==> config.mk <==
export PLATFORM = sky130hd
export DESIGN_NAME = scramble_input_ctrl_flat
export DESIGN_NICKNAME = d
export VERILOG_FILES = /design/src/rtl/scramble_input_ctrl_pkg.sv /design/src/rtl/scramble_input_ctrl_if.sv /design/src/rtl/scramble_input_ctrl_coin.sv /design/src/rtl/scramble_input_ctrl.sv /design/src/flat_wrapper.sv
export SDC_FILE = /design/constraint.sdc
export NUM_CORES = 1
export LEC_CHECK = 0
export BUFFER_PORTS_ARGS = -buffer_cell sky130_fd_sc_hd__buf_4
export CELL_PAD_IN_SITES_DETAIL_PLACEMENT = 2
export CELL_PAD_IN_SITES_GLOBAL_PLACEMENT = 2
export CORE_ASPECT_RATIO = 1.25
export CORE_UTILIZATION = 36
export DETAILED_ROUTE_END_ITERATION = 16
export GPL_TIMING_DRIVEN = 0
export HOLD_SLACK_MARGIN = 0.08
export PLACE_DENSITY = 0.87
export SKIP_LAST_GASP = 1
export SLEW_MARGIN = 20
export SYNTH_ARGS = -nofsm -noshare
export SYNTH_HDL_FRONTEND = slang
export SYNTH_SLANG_ARGS = --single-unit
==> constraint.sdc <==
create_clock -name clk_sys -period 3.4 [get_ports clk_sys]
set_clock_uncertainty 0.1 [all_clocks]
set_input_delay 0.17 -clock clk_sys [delete_from_list [all_inputs] [get_ports clk_sys]]
set_output_delay 0.17 -clock clk_sys [all_outputs]
set_load 0.005 [all_outputs]
==> src/rtl/scramble_input_ctrl_pkg.sv <==
// Shared constants, types and helpers for the Scramble input-conditioning stage.
// Scancodes, joystick bit positions, coin FSM states and the player-word packer.
package scramble_input_pkg;

    // Direction keys match on the low byte only; the extended prefix bit is don't-care.
    localparam logic [7:0] SC_UP    = 8'h75;
    localparam logic [7:0] SC_DOWN  = 8'h72;
    localparam logic [7:0] SC_LEFT  = 8'h6B;
    localparam logic [7:0] SC_RIGHT = 8'h74;

    localparam logic [8:0] SC_FIRE1    = 9'h014;
    localparam logic [8:0] SC_FIRE2    = 9'h029;
    localparam logic [8:0] SC_START1_A = 9'h005;
    localparam logic [8:0] SC_START1_B = 9'h016;
    localparam logic [8:0] SC_START2_A = 9'h006;
    localparam logic [8:0] SC_START2_B = 9'h01E;
    localparam logic [8:0] SC_COIN1    = 9'h02E;
    localparam logic [8:0] SC_COIN2    = 9'h036;
    localparam logic [8:0] SC_P2_UP    = 9'h02D;
    localparam logic [8:0] SC_P2_DOWN  = 9'h02B;
    localparam logic [8:0] SC_P2_LEFT  = 9'h023;
    localparam logic [8:0] SC_P2_RIGHT = 9'h034;
    localparam logic [8:0] SC_P2_FIRE1 = 9'h01C;
    localparam logic [8:0] SC_P2_FIRE2 = 9'h01B;

    localparam int JOY_RIGHT  = 0;
    localparam int JOY_LEFT   = 1;
    localparam int JOY_DOWN   = 2;
    localparam int JOY_UP     = 3;
    localparam int JOY_FIRE1  = 4;
    localparam int JOY_FIRE2  = 5;
    localparam int JOY_START1 = 6;
    localparam int JOY_START2 = 7;
    localparam int JOY_COIN   = 8;

    typedef enum logic [1:0] {
        ST_IDLE  = 2'd0,
        ST_PULSE = 2'd1,
        ST_GAP   = 2'd2,
        ST_HOLD  = 2'd3
    } coin_state_e;

    typedef struct packed {
        logic up;
        logic down;
        logic left;
        logic right;
        logic fire1;
        logic fire2;
        logic start1;
        logic start2;
        logic coin1;
        logic coin2;
        logic p2_up;
        logic p2_down;
        logic p2_left;
        logic p2_right;
        logic p2_fire1;
        logic p2_fire2;
    } held_keys_t;

    // Horizontal-screen mode turns the cabinet 90 degrees, so directions rotate before packing.
    function automatic logic [6:0] player_word(input logic up, input logic down,
                                               input logic left, input logic right,
                                               input logic fire1, input logic fire2,
                                               input logic start, input logic rotate);
        logic u, d, l, r;
        u = rotate ? left  : up;
        d = rotate ? right : down;
        l = rotate ? down  : left;
        r = rotate ? up    : right;
        return ~{start, fire2, fire1, l, r, u, d};
    endfunction

endpackage

==> src/rtl/scramble_input_ctrl_if.sv <==
// Bundle of keyboard/joystick inputs and player/coin outputs of the input stage.
// The stage itself sits on the slave side; the source of inputs is the master.
interface scramble_input_ctrl_if;
    logic [10:0] ps2_key;
    logic [15:0] joystick_0;
    logic [15:0] joystick_1;
    logic        no_rotate;
    logic        flush;
    logic [6:0]  ip_1p;
    logic [6:0]  ip_2p;
    logic        ip_coin1;
    logic        ip_coin2;

    modport master (
        output ps2_key, joystick_0, joystick_1, no_rotate, flush,
        input  ip_1p, ip_2p, ip_coin1, ip_coin2
    );

    modport slave (
        input  ps2_key, joystick_0, joystick_1, no_rotate, flush,
        output ip_1p, ip_2p, ip_coin1, ip_coin2
    );
endinterface

==> src/rtl/scramble_input_ctrl_coin.sv <==
// Coin pulse generator: one pulse per fresh press, fixed width, then a lockout gap.
// A press that is still held when the gap ends parks in HOLD until released.
module coin_pulse_gen
    import scramble_input_pkg::*;
#(
    parameter int COIN_PULSE = 4,
    parameter int COIN_GAP   = 6,
    parameter int CNT_W      = 4
) (
    input  logic clk,
    input  logic rst_n,
    input  logic ce,
    input  logic flush,
    input  logic req,
    output logic coin
);

    localparam logic [CNT_W-1:0] PULSE_LOAD = CNT_W'(COIN_PULSE - 1);
    localparam logic [CNT_W-1:0] GAP_LOAD   = CNT_W'(COIN_GAP - 1);

    logic        req_d, req_q;
    logic        prev_d, prev_q;
    logic        req_rise;
    coin_state_e state_q;
    logic [CNT_W-1:0] cnt_q;
    logic        coin_q;

    // Flush marks the request as already seen, so a held button needs a release first.
    always_comb begin
        req_d  = req;
        prev_d = req_q;
        if (flush) begin
            req_d  = 1'b1;
            prev_d = 1'b1;
        end
    end

    assign req_rise = req_q & ~prev_q;

    always_ff @(posedge clk or negedge rst_n) begin
        if (!rst_n) begin
            req_q  <= 1'b0;
            prev_q <= 1'b0;
        end else begin
            req_q  <= req_d;
            prev_q <= prev_d;
        end
    end

    always_ff @(posedge clk or negedge rst_n) begin
        if (!rst_n) begin
            state_q <= ST_IDLE;
            cnt_q   <= '0;
            coin_q  <= 1'b0;
        end else if (flush) begin
            state_q <= ST_IDLE;
            cnt_q   <= '0;
            coin_q  <= 1'b0;
        end else begin
            case (state_q)
                ST_IDLE: begin
                    if (req_rise) begin
                        state_q <= ST_PULSE;
                        cnt_q   <= PULSE_LOAD;
                        coin_q  <= 1'b1;
                    end
                end
                ST_PULSE: begin
                    if (ce) begin
                        if (cnt_q == '0) begin
                            state_q <= ST_GAP;
                            cnt_q   <= GAP_LOAD;
                            coin_q  <= 1'b0;
                        end else begin
                            cnt_q <= cnt_q - CNT_W'(1);
                        end
                    end
                end
                ST_GAP: begin
                    if (ce) begin
                        if (cnt_q == '0) begin
                            state_q <= req_q ? ST_HOLD : ST_IDLE;
                        end else begin
                            cnt_q <= cnt_q - CNT_W'(1);
                        end
                    end
                end
                ST_HOLD: begin
                    if (!req_q) begin
                        state_q <= ST_IDLE;
                    end
                end
                default: state_q <= ST_IDLE;
            endcase
        end
    end

    assign coin = coin_q;

endmodule

==> src/rtl/scramble_input_ctrl.sv <==
// Input-conditioning stage for the Scramble core: PS/2 decode, joystick merge,
// rotation remap, active-low player words and timed coin pulses.
module scramble_input_ctrl
    import scramble_input_pkg::*;
#(
    parameter int COIN_PULSE = 4,
    parameter int COIN_GAP   = 6,
    parameter int CNT_W      = 4
) (
    input  logic                 clk_sys,
    input  logic                 RESET_N,
    input  logic                 ce,
    scramble_input_ctrl_if.slave bus
);

    logic       toggle_d, toggle_q;
    held_keys_t keys_d, keys_q;
    logic [6:0] ip_1p_d, ip_1p_q;
    logic [6:0] ip_2p_d, ip_2p_q;
    logic [8:0] joy_any;
    logic [8:0] code;
    logic       pressed;
    logic       key_event;
    logic       req1, req2;

    assign code      = bus.ps2_key[8:0];
    assign pressed   = bus.ps2_key[9];
    assign key_event = bus.ps2_key[10] ^ toggle_q;
    assign joy_any   = bus.joystick_0[8:0] | bus.joystick_1[8:0];

    // Flush beats a simultaneous key event; the event is consumed by the toggle update anyway.
    always_comb begin
        keys_d   = keys_q;
        toggle_d = bus.ps2_key[10];
        if (bus.flush) begin
            keys_d = '0;
        end else if (key_event) begin
            case (code[7:0])
                SC_UP:    keys_d.up    = pressed;
                SC_DOWN:  keys_d.down  = pressed;
                SC_LEFT:  keys_d.left  = pressed;
                SC_RIGHT: keys_d.right = pressed;
                default:  ;
            endcase
            case (code)
                SC_FIRE1:    keys_d.fire1    = pressed;
                SC_FIRE2:    keys_d.fire2    = pressed;
                SC_START1_A: keys_d.start1   = pressed;
                SC_START1_B: keys_d.start1   = pressed;
                SC_START2_A: keys_d.start2   = pressed;
                SC_START2_B: keys_d.start2   = pressed;
                SC_COIN1:    keys_d.coin1    = pressed;
                SC_COIN2:    keys_d.coin2    = pressed;
                SC_P2_UP:    keys_d.p2_up    = pressed;
                SC_P2_DOWN:  keys_d.p2_down  = pressed;
                SC_P2_LEFT:  keys_d.p2_left  = pressed;
                SC_P2_RIGHT: keys_d.p2_right = pressed;
                SC_P2_FIRE1: keys_d.p2_fire1 = pressed;
                SC_P2_FIRE2: keys_d.p2_fire2 = pressed;
                default:     ;
            endcase
        end
    end

    always_comb begin
        ip_1p_d = player_word(keys_q.up    | joy_any[JOY_UP],
                              keys_q.down  | joy_any[JOY_DOWN],
                              keys_q.left  | joy_any[JOY_LEFT],
                              keys_q.right | joy_any[JOY_RIGHT],
                              keys_q.fire1 | joy_any[JOY_FIRE1],
                              keys_q.fire2 | joy_any[JOY_FIRE2],
                              keys_q.start1 | joy_any[JOY_START1],
                              bus.no_rotate);
        ip_2p_d = player_word(keys_q.p2_up    | joy_any[JOY_UP],
                              keys_q.p2_down  | joy_any[JOY_DOWN],
                              keys_q.p2_left  | joy_any[JOY_LEFT],
                              keys_q.p2_right | joy_any[JOY_RIGHT],
                              keys_q.p2_fire1 | joy_any[JOY_FIRE1],
                              keys_q.p2_fire2 | joy_any[JOY_FIRE2],
                              keys_q.start2   | joy_any[JOY_START2],
                              bus.no_rotate);
    end

    always_ff @(posedge clk_sys or negedge RESET_N) begin
        if (!RESET_N) begin
            toggle_q <= 1'b0;
            keys_q   <= '0;
            ip_1p_q  <= 7'h7F;
            ip_2p_q  <= 7'h7F;
        end else begin
            toggle_q <= toggle_d;
            keys_q   <= keys_d;
            ip_1p_q  <= ip_1p_d;
            ip_2p_q  <= ip_2p_d;
        end
    end

    assign req1 = keys_q.coin1 | joy_any[JOY_COIN];
    assign req2 = keys_q.coin2;

    coin_pulse_gen #(
        .COIN_PULSE (COIN_PULSE),
        .COIN_GAP   (COIN_GAP),
        .CNT_W      (CNT_W)
    ) u_coin1 (
        .clk   (clk_sys),
        .rst_n (RESET_N),
        .ce    (ce),
        .flush (bus.flush),
        .req   (req1),
        .coin  (bus.ip_coin1)
    );

    coin_pulse_gen #(
        .COIN_PULSE (COIN_PULSE),
        .COIN_GAP   (COIN_GAP),
        .CNT_W      (CNT_W)
    ) u_coin2 (
        .clk   (clk_sys),
        .rst_n (RESET_N),
        .ce    (ce),
        .flush (bus.flush),
        .req   (req2),
        .coin  (bus.ip_coin2)
    );

    assign bus.ip_1p = ip_1p_q;
    assign bus.ip_2p = ip_2p_q;

endmodule

==> src/flat_wrapper.sv <==
// flat-port wrapper written by rule: the top's interface ports become plain ports
module scramble_input_ctrl_flat import scramble_input_pkg::*;
#(
    parameter int COIN_PULSE = 4,
    parameter int COIN_GAP   = 6,
    parameter int CNT_W      = 4
)
  (clk_sys, RESET_N, ce, bus_ps2_key, bus_joystick_0, bus_joystick_1, bus_no_rotate, bus_flush, bus_ip_1p, bus_ip_2p, bus_ip_coin1, bus_ip_coin2);
  scramble_input_ctrl_if bus_i ();
  input  logic clk_sys;
  input  logic RESET_N;
  input  logic ce;
  input wire logic [$bits(bus_i.ps2_key)-1:0] bus_ps2_key;
  input wire logic [$bits(bus_i.joystick_0)-1:0] bus_joystick_0;
  input wire logic [$bits(bus_i.joystick_1)-1:0] bus_joystick_1;
  input wire logic [$bits(bus_i.no_rotate)-1:0] bus_no_rotate;
  input wire logic [$bits(bus_i.flush)-1:0] bus_flush;
  output wire logic [$bits(bus_i.ip_1p)-1:0] bus_ip_1p;
  output wire logic [$bits(bus_i.ip_2p)-1:0] bus_ip_2p;
  output wire logic [$bits(bus_i.ip_coin1)-1:0] bus_ip_coin1;
  output wire logic [$bits(bus_i.ip_coin2)-1:0] bus_ip_coin2;
  assign bus_i.ps2_key = bus_ps2_key;
  assign bus_i.joystick_0 = bus_joystick_0;
  assign bus_i.joystick_1 = bus_joystick_1;
  assign bus_i.no_rotate = bus_no_rotate;
  assign bus_i.flush = bus_flush;
  assign bus_ip_1p = bus_i.ip_1p;
  assign bus_ip_2p = bus_i.ip_2p;
  assign bus_ip_coin1 = bus_i.ip_coin1;
  assign bus_ip_coin2 = bus_i.ip_coin2;
  scramble_input_ctrl #(.COIN_PULSE(COIN_PULSE), .COIN_GAP(COIN_GAP), .CNT_W(CNT_W)) u_core (.clk_sys(clk_sys), .RESET_N(RESET_N), .ce(ce), .bus(bus_i));
endmodule
==> flow_metrics.env, run 1 <==
export IMPL_end_kind="register"
export IMPL_n_antenna_cell=0
export IMPL_synth_seq_area_share_pct=45.89
export IMPL_status="complete, no violations"
export IMPL_clock_root_buffer="clkbuf_8"
export IMPL_drtIter0Drc=81
export IMPL_syn_area_per_cell_um2=10.23
export IMPL_ys_ff_latch=49
export IMPL_drc_errors=0
export IMPL_grt_pass1_wl_mm=14.31
export IMPL_power_frac_clock_pct=21.2
export IMPL_dr_pass1_iters=4
export IMPL_grt_pass1_vias=2782
export IMPL_comb_power_share_pct=37.3
export IMPL_slew_headroom_pct=39.67
export IMPL_ys_types=59
export IMPL_drt_vias_per_instance=5.685
export IMPL_setup_ws_ns=0.7678
export IMPL_layout_nets=395
export IMPL_area_growth_pct=26.36
export IMPL_cts_repair_resize_count=0
export IMPL_die_y_um=99.01
export IMPL_fin_crit_sh_pct=77.42
export IMPL_cts_sinks=49
export IMPL_p_sw_share_pct=36.07
export IMPL_max_cap_violations=0
export IMPL_synth_edf_count=0
export IMPL_cts_htree_levels=2
export IMPL_cts_tree="built"
export IMPL_nFillCells=786
export IMPL_cp_start_kind="register"
export IMPL_gp_congestion=0.8540
export IMPL_fp_coreArea_um2=7313
export IMPL_synth_area_um2=2710
export IMPL_start_util_pct=37.06
export IMPL_io_buffers=46
export IMPL_wl_per_cell_um=20.48
export IMPL_antenna_found_initial=0
export IMPL_ir_drop_uv=221.1
export IMPL_ios=64
export IMPL_grt_max_degree=50
export IMPL_path_max_fanout=9
export IMPL_drv_slew=0
export IMPL_path_clk_slew_ns=0.10
export IMPL_p_leak_uw=0.001513
export IMPL_rsz0062_at_grt="no"
export IMPL_seqPwrFrac_pct=41.6
export IMPL_hpwl_mm=5.885
export IMPL_worstSkewPairLatency_ns=0.30
export IMPL_drive_gt1_share_pct=25.89
export IMPL_die_area_um2=7881
export IMPL_vias=2433
export IMPL_cts_buffer_depth=2
export IMPL_worst_ep_required_time_ns=3.49
export IMPL_ys_flop_type="dfrtp_1"
export IMPL_min_path_type="input port to register"
export IMPL_dp_slack_ns=1.012
export IMPL_fin_setup_tns_ns=0
export IMPL_period_needed_ns=2.632
export IMPL_die_w_um=79.61
export IMPL_hold_violations=0
export IMPL_p_per_area_nw_per_um2=480.3
export IMPL_switchingPower_uw=593.3
export IMPL_setup_viol=0
export IMPL_max_freq_ghz=0.3799
export IMPL_yosys_warnings=0
export IMPL_crit_type="register to register"
export IMPL_grt_overflow=0
export IMPL_internal_power_uw=1051
export IMPL_netlist_instances=265
export IMPL_worst_pin_slew_ns=0.8924
export IMPL_grt_usage_pct=24.07
export IMPL_postRouteAntennaNets=0
export IMPL_numCtsBuffers=5
export IMPL_synth_nets=325
export IMPL_rows=35
export IMPL_drt_total_wl_mm=8.765
export IMPL_synthArstFlopShare_pct=100.0
export IMPL_worstPathArrival_ns=2.72
==> state kept, by name, indices dropped and copies added (netlist names), 2 cells and up <==
register,count
u_core.bus.ip_1p,7
u_core.bus.ip_2p,7
u_core.keys_q,15
u_core.u_coin1.cnt_q,4
u_core.u_coin1.state_q,2
u_core.u_coin2.cnt_q,4
u_core.u_coin2.state_q,2
==> critical path, stage by stage, from the launching register on <==
cell      delay [ns]
dfrtp_1         0.46
inv_1           0.11
ha_1            0.21
clkbuf_2        0.17
or2_2           0.35
a222oi_1        0.63
nor2_1          0.16
a211oi_1        0.32
==> final cells by class <==
cell class / instances / area (µm²) / share of cell area, %
Clock buffer: 7 / 76.32 / 2.229
Sequential cell: 49 / 1244 / 36.32
Clock inverter: 1 / 7.507 / 0.2192
Multi-Input combinational cell: 194 / 1381 / 40.34
Inverter: 13 / 48.80 / 1.425
Buffer: 9 / 36.28 / 1.060
Timing Repair Buffer: 63 / 515.5 / 15.05
Tap cell: 92 / 115.1 / 3.361
==> layout by cell type (no fill, tap or decap), types with 5 or more instances in the layout <==
cell,n
nor2b_1,7
nand4_1,11
nor3_1,18
nand2_1,18
clkbuf_1,9
inv_1,13
dfrtp_1,35
nor2_1,13
mux2_2,8
mux2i_1,11
clkbuf_8,5
a21oi_1,9
dlygate4sd3_1,17
o21ai_0,7
ha_1,12
nand3_1,5
dfstp_2,14
buf_4,46
==> power groups by stage <==
| stage | registers [µW] | clock network, µW | logic, µW |
|---|---|---|---|
| global placement | 689 | 0 | 549 |
| detailed placement | 694 | 0 | 584 |
| finish | 684 | 348 | 613 |
| CTS | 685 | 360 | 611 |
| global route | 692 | 383 | 678 |
| floorplan | 682 | 0 | 386 |
==> final timing paths <==
kind / from / slack, ns / to / cells after the start
min in group asynchronous: RESET_N / 0.32 / u_core.u_coin2.cnt_q[3]$_DFFE_PN0P_ / 2
worst min-delay path: bus_ps2_key[1] / 0.13 / u_core.keys_q[1]$_DFFE_PN0P_ / 3
max in group asynchronous: RESET_N / 2.44 / u_core.keys_q[15]$_DFFE_PN0P_ / 2
worst max-delay path: u_core.u_coin2.state_q[0]$_DFFE_PN0P_ / 0.77 / u_core.u_coin2.state_q[0]$_DFFE_PN0P_ / 7
worst max register to register: u_core.u_coin2.state_q[0]$_DFFE_PN0P_ / 0.77 / u_core.u_coin2.state_q[0]$_DFFE_PN0P_ / 7
worst min register to register: u_core.keys_q[0]$_DFFE_PN0P_ / 0.33 / u_core.bus.ip_2p[5]$_DFF_PN1_ / 1
==> kinds of logic (layout without fill, tap and decap cells) <==
kind of cell / Yosys count / after routing / synth area share, %
compound gates: 49 / 49 / 13.34
xor+xnor: 2 / 2 / 0.6465
fa+ha+maj: 12 / 12 / 5.540
buf+inv: 22 / 93 / 3.139
flops: 49 / 49 / 45.89
mux: 19 / 19 / 7.387
simple gates: 112 / 112 / 24.05
==> synth_stat cells, types with 2 or more instances <==
library cell	number	share of area, %
a311oi_1	3	0.97
and2_1	2	0.46
clkbuf_1	7	0.97
nor4b_1	4	1.3
nand3_1	5	0.92
ha_1	12	5.5
or4_1	3	0.83
mux2i_1	11	4.1
nor4bb_1	2	0.74
inv_1	13	1.8
a221oi_1	3	0.97
o21bai_1	2	0.55
nor3_1	18	3.3
nand2b_1	4	0.92
or2_2	4	0.92
a21boi_0	2	0.55
dfstp_2	14	14
o211ai_1	2	0.55
nand2_1	18	2.5
or3_1	4	0.92
mux2_2	8	3.3
a31oi_1	2	0.46
nand4b_1	3	0.97
nor2b_1	7	1.6
o311ai_0	2	0.65
o21ai_0	7	1.3
a21o_1	2	0.55
nor2_1	13	1.8
nor4_1	2	0.46
a21oi_1	9	1.7
dfrtp_1	35	32
o41ai_1	3	0.97
nand3b_1	3	0.83
nand4_1	11	2.5
==> per-layer routing <==
metal | vias to the layer above | wire [µm] | global-route usage, %
li1 | 1121 | - | -
met1 | 1241 | 3354 | 26.78
met2 | 51 | 4902 | 45.23
met3 | 20 | 276 | 3.519
met4 | 0 | 231 | 8.671
met5 | - | 0 | 0
==> stage by stage <==
stage / hold WS, ns / utilization [%] / power (µW) / cell area, µm² / instances
final: 0.1267 / 46.83 / 1645 / 3425 / 428
after global routing: 0.1164 / 46.83 / 1753 / 3425 / 428
after CTS: 0.1190 / 46.83 / 1656 / 3425 / 428
after detailed placement: 0.1399 / 43.35 / 1279 / 3171 / 403
after global placement: 0.1278 / 43.35 / 1239 / 3171 / 403
after floorplan: -0.2256 / - / 1068 / 2710 / 265
==> what timing repair did <==
action	4_1_cts	5_1_grt
buffers inserted	0	0
hold buffers	17	0
endpoints found under the setup margin	0	0
endpoints found under the hold margin	46	0
No activity file was read; power rests on OpenSTA's default activity.
==> run 2: changes to the inputs <==
CORE_UTILIZATION = 30   (was 36)
PLACE_DENSITY = 0.78   (was 0.87)
clock period = 2.2 ns   (was 3.4 ns; I/O delays follow)
==> flow_metrics.env, run 2 (same netlist as run 1, synthesis figures left out) <==
export IMPL_worst_pin_slew_ns=0.8702
export IMPL_die_w_um=87.01
export IMPL_ios=64
export IMPL_drv_slew=0
export IMPL_hpwl_mm=5.597
export IMPL_hold_path_endpoint="u_core.bus.ip_2p[0]$_DFF_PN1_"
export IMPL_cts_buffer_depth=2
export IMPL_dr_pass1_iters=4
export IMPL_ir_drop_uv=389.7
export IMPL_start_util_pct=31.15
export IMPL_setup_viol=0
export IMPL_numCtsBuffers=5
export IMPL_worstPathArrival_ns=2.28
export IMPL_layout_commonest_cell="buf_4"
export IMPL_fin_crit_sh_pct=97.59
export IMPL_slew_headroom_pct=41.17
export IMPL_die_area_um2=9420
export IMPL_fp_coreArea_um2=8701
export IMPL_die_y_um=108.3
export IMPL_end_kind="register"
export IMPL_n_antenna_cell=0
export IMPL_wl_per_cell_um=17.96
export IMPL_vias=2438
export IMPL_cp_start_kind="register"
export IMPL_total_power_uw=2809
export IMPL_dp_slack_ns=-0.2453
export IMPL_holdWs_ns=0.09048
export IMPL_grt_pass1_wl_mm=13.94
export IMPL_gp_congestion=0.7999
export IMPL_drc_errors=0
export IMPL_rows=38
export IMPL_final_cell_mix="buf_4 (49), dfrtp_1 (33), dlygate4sd3_1 (25), nor3_1 (18), nand2_1 (18)"
export IMPL_grt_max_degree=50
export IMPL_drive_gt1_share_pct=30.35
export IMPL_worst_ep_required_time_ns=2.33
export IMPL_min_path_type="input port to register"
export IMPL_worstSkewPairLatency_ns=0.31
export IMPL_antenna_found_initial=0
export IMPL_max_cap_violations=0
export IMPL_crit_type="register to register"
export IMPL_rr_worst_depth=6
export IMPL_worstHoldStart="bus_joystick_0[2]"
export IMPL_hold_violations=0
export IMPL_setup_ws_ns=0.05306
export IMPL_grt_pass1_vias=2826
export IMPL_clock_root_buffer="clkbuf_8"
export IMPL_largest_reg_flops=15
export IMPL_status="complete, no violations"
export IMPL_path_max_fanout=5
export IMPL_fin_util_pct=42.03
export IMPL_io_buffers=46
export IMPL_crit_reg2reg_launch="u_core.u_coin2.state_q[1]$_DFFE_PN0P_"
export IMPL_layout_nets=405
export IMPL_largest_register="u_core.keys_q"
export IMPL_p_leak_uw=0.001578
export IMPL_cts_htree_levels=2
export IMPL_p_per_area_nw_per_um2=768.0
export IMPL_grt_usage_pct=19.24
export IMPL_grt_overflow=0
export IMPL_cp_startpoint="u_core.u_coin2.state_q[1]$_DFFE_PN0P_"
export IMPL_period_needed_ns=2.147
export IMPL_max_freq_ghz=0.4658
export IMPL_postRouteAntennaNets=0
export IMPL_cts_tree="built"
export IMPL_min_path_cells=3
export IMPL_rr_endpoint="u_core.u_coin2.cnt_q[3]$_DFFE_PN0P_"
export IMPL_area_growth_pct=34.95
export IMPL_r2r_slack_ns=0.05
export IMPL_drt_total_wl_mm=8.371
export IMPL_nFillCells=918
export IMPL_drt_vias_per_instance=5.232
export IMPL_path_clk_slew_ns=0.10
export IMPL_drtIter0Drc=59
export IMPL_cts_sinks=49
[run 2: cell types whose count changed in the layout (fill, tap and decap cells not counted), moves of 3 or more]
cell / delta
dlygate4sd3_1: +8
buf_4: +3
ha_2: +5
ha_1: -7
[run 2: per-layer routing]
layer | vias to the layer above | global-route usage (%) | share of wire, %
met2 | 40 | 37.74 | 56
li1 | 1144 | - | -
met1 | 1247 | 21.34 | 41
met3 | 7 | 2.366 | 2.4
met5 | - | 0 | 0
met4 | 0 | 5.238 | 1.0
[run 2: layout make-up]
| type | count | area [µm²] | share of cell area, % |
|---|---|---|---|
| buffer | 8 | 31.28 | 0.8553 |
| clock buffer | 7 | 86.33 | 2.361 |
| clock inverter | 1 | 30.03 | 0.8211 |
| inverter | 13 | 51.30 | 1.403 |
| multi-input combinational | 194 | 1444 | 39.48 |
| sequential | 49 | 1246 | 34.07 |
| tap | 120 | 150.1 | 4.105 |
| timing repair buffer | 74 | 618.1 | 16.90 |
[run 2: report_power, final]
| part | leakage [µW] | internal, µW | switching (µW) | total (µW) |
|---|---|---|---|---|
| combinational | 0.000910 | 488 | 575 | 1060 |
| clock | 0.0000585 | 371 | 319 | 691 |
| sequential | 0.000610 | 991 | 64.8 | 1060 |
[run 2: critical path, stage by stage (launching register included)]
cell and delay [ns]:
dfrtp_1 0.41, inv_1 0.12, ha_1 0.40, nor2_1 0.10
a221o_1 0.32, or4_1 0.53, o211ai_1 0.09
[run 2: timing repair]
action	4_1_cts	5_1_grt
gates resized for setup	4	16
setup endpoints to repair	5	7
hold endpoints to repair	58	0
pin swaps	1	0
buffers inserted	1	2
hold buffers	25	0
[run 2: how the worst max path moves through the flow]
| stage | end | slack, ns | depth (start not counted) |
|---|---|---|---|
| after detailed placement | u_core.u_coin2.state_q[1]$_DFFE_PN0P_ | -0.25 | 7 |
| after global routing | u_core.u_coin2.cnt_q[3]$_DFFE_PN0P_ | -0.003 | 6 |
| after floorplan | u_core.u_coin2.state_q[1]$_DFFE_PN0P_ | 0.14 | 7 |
| after CTS | u_core.u_coin2.state_q[1]$_DFFE_PN0P_ | -0.04 | 8 |
| final | u_core.u_coin2.cnt_q[3]$_DFFE_PN0P_ | 0.05 | 6 |
| after global placement | u_core.u_coin2.state_q[1]$_DFFE_PN0P_ | -0.10 | 7 |
[run 2: stage by stage]
| step | cells | area (µm²) | TNS (ns) |
|---|---|---|---|
| 6_report | 466 | 3657 | 0 |
| 5_1_grt | 466 | 3657 | -0.003063 |
| 4_1_cts | 465 | 3596 | -0.03738 |
| 3_5_place_dp | 431 | 3206 | -0.4677 |
| 3_3_place_gp | 431 | 3206 | -0.1443 |
| 2_1_floorplan | 265 | 2710 | 0 |
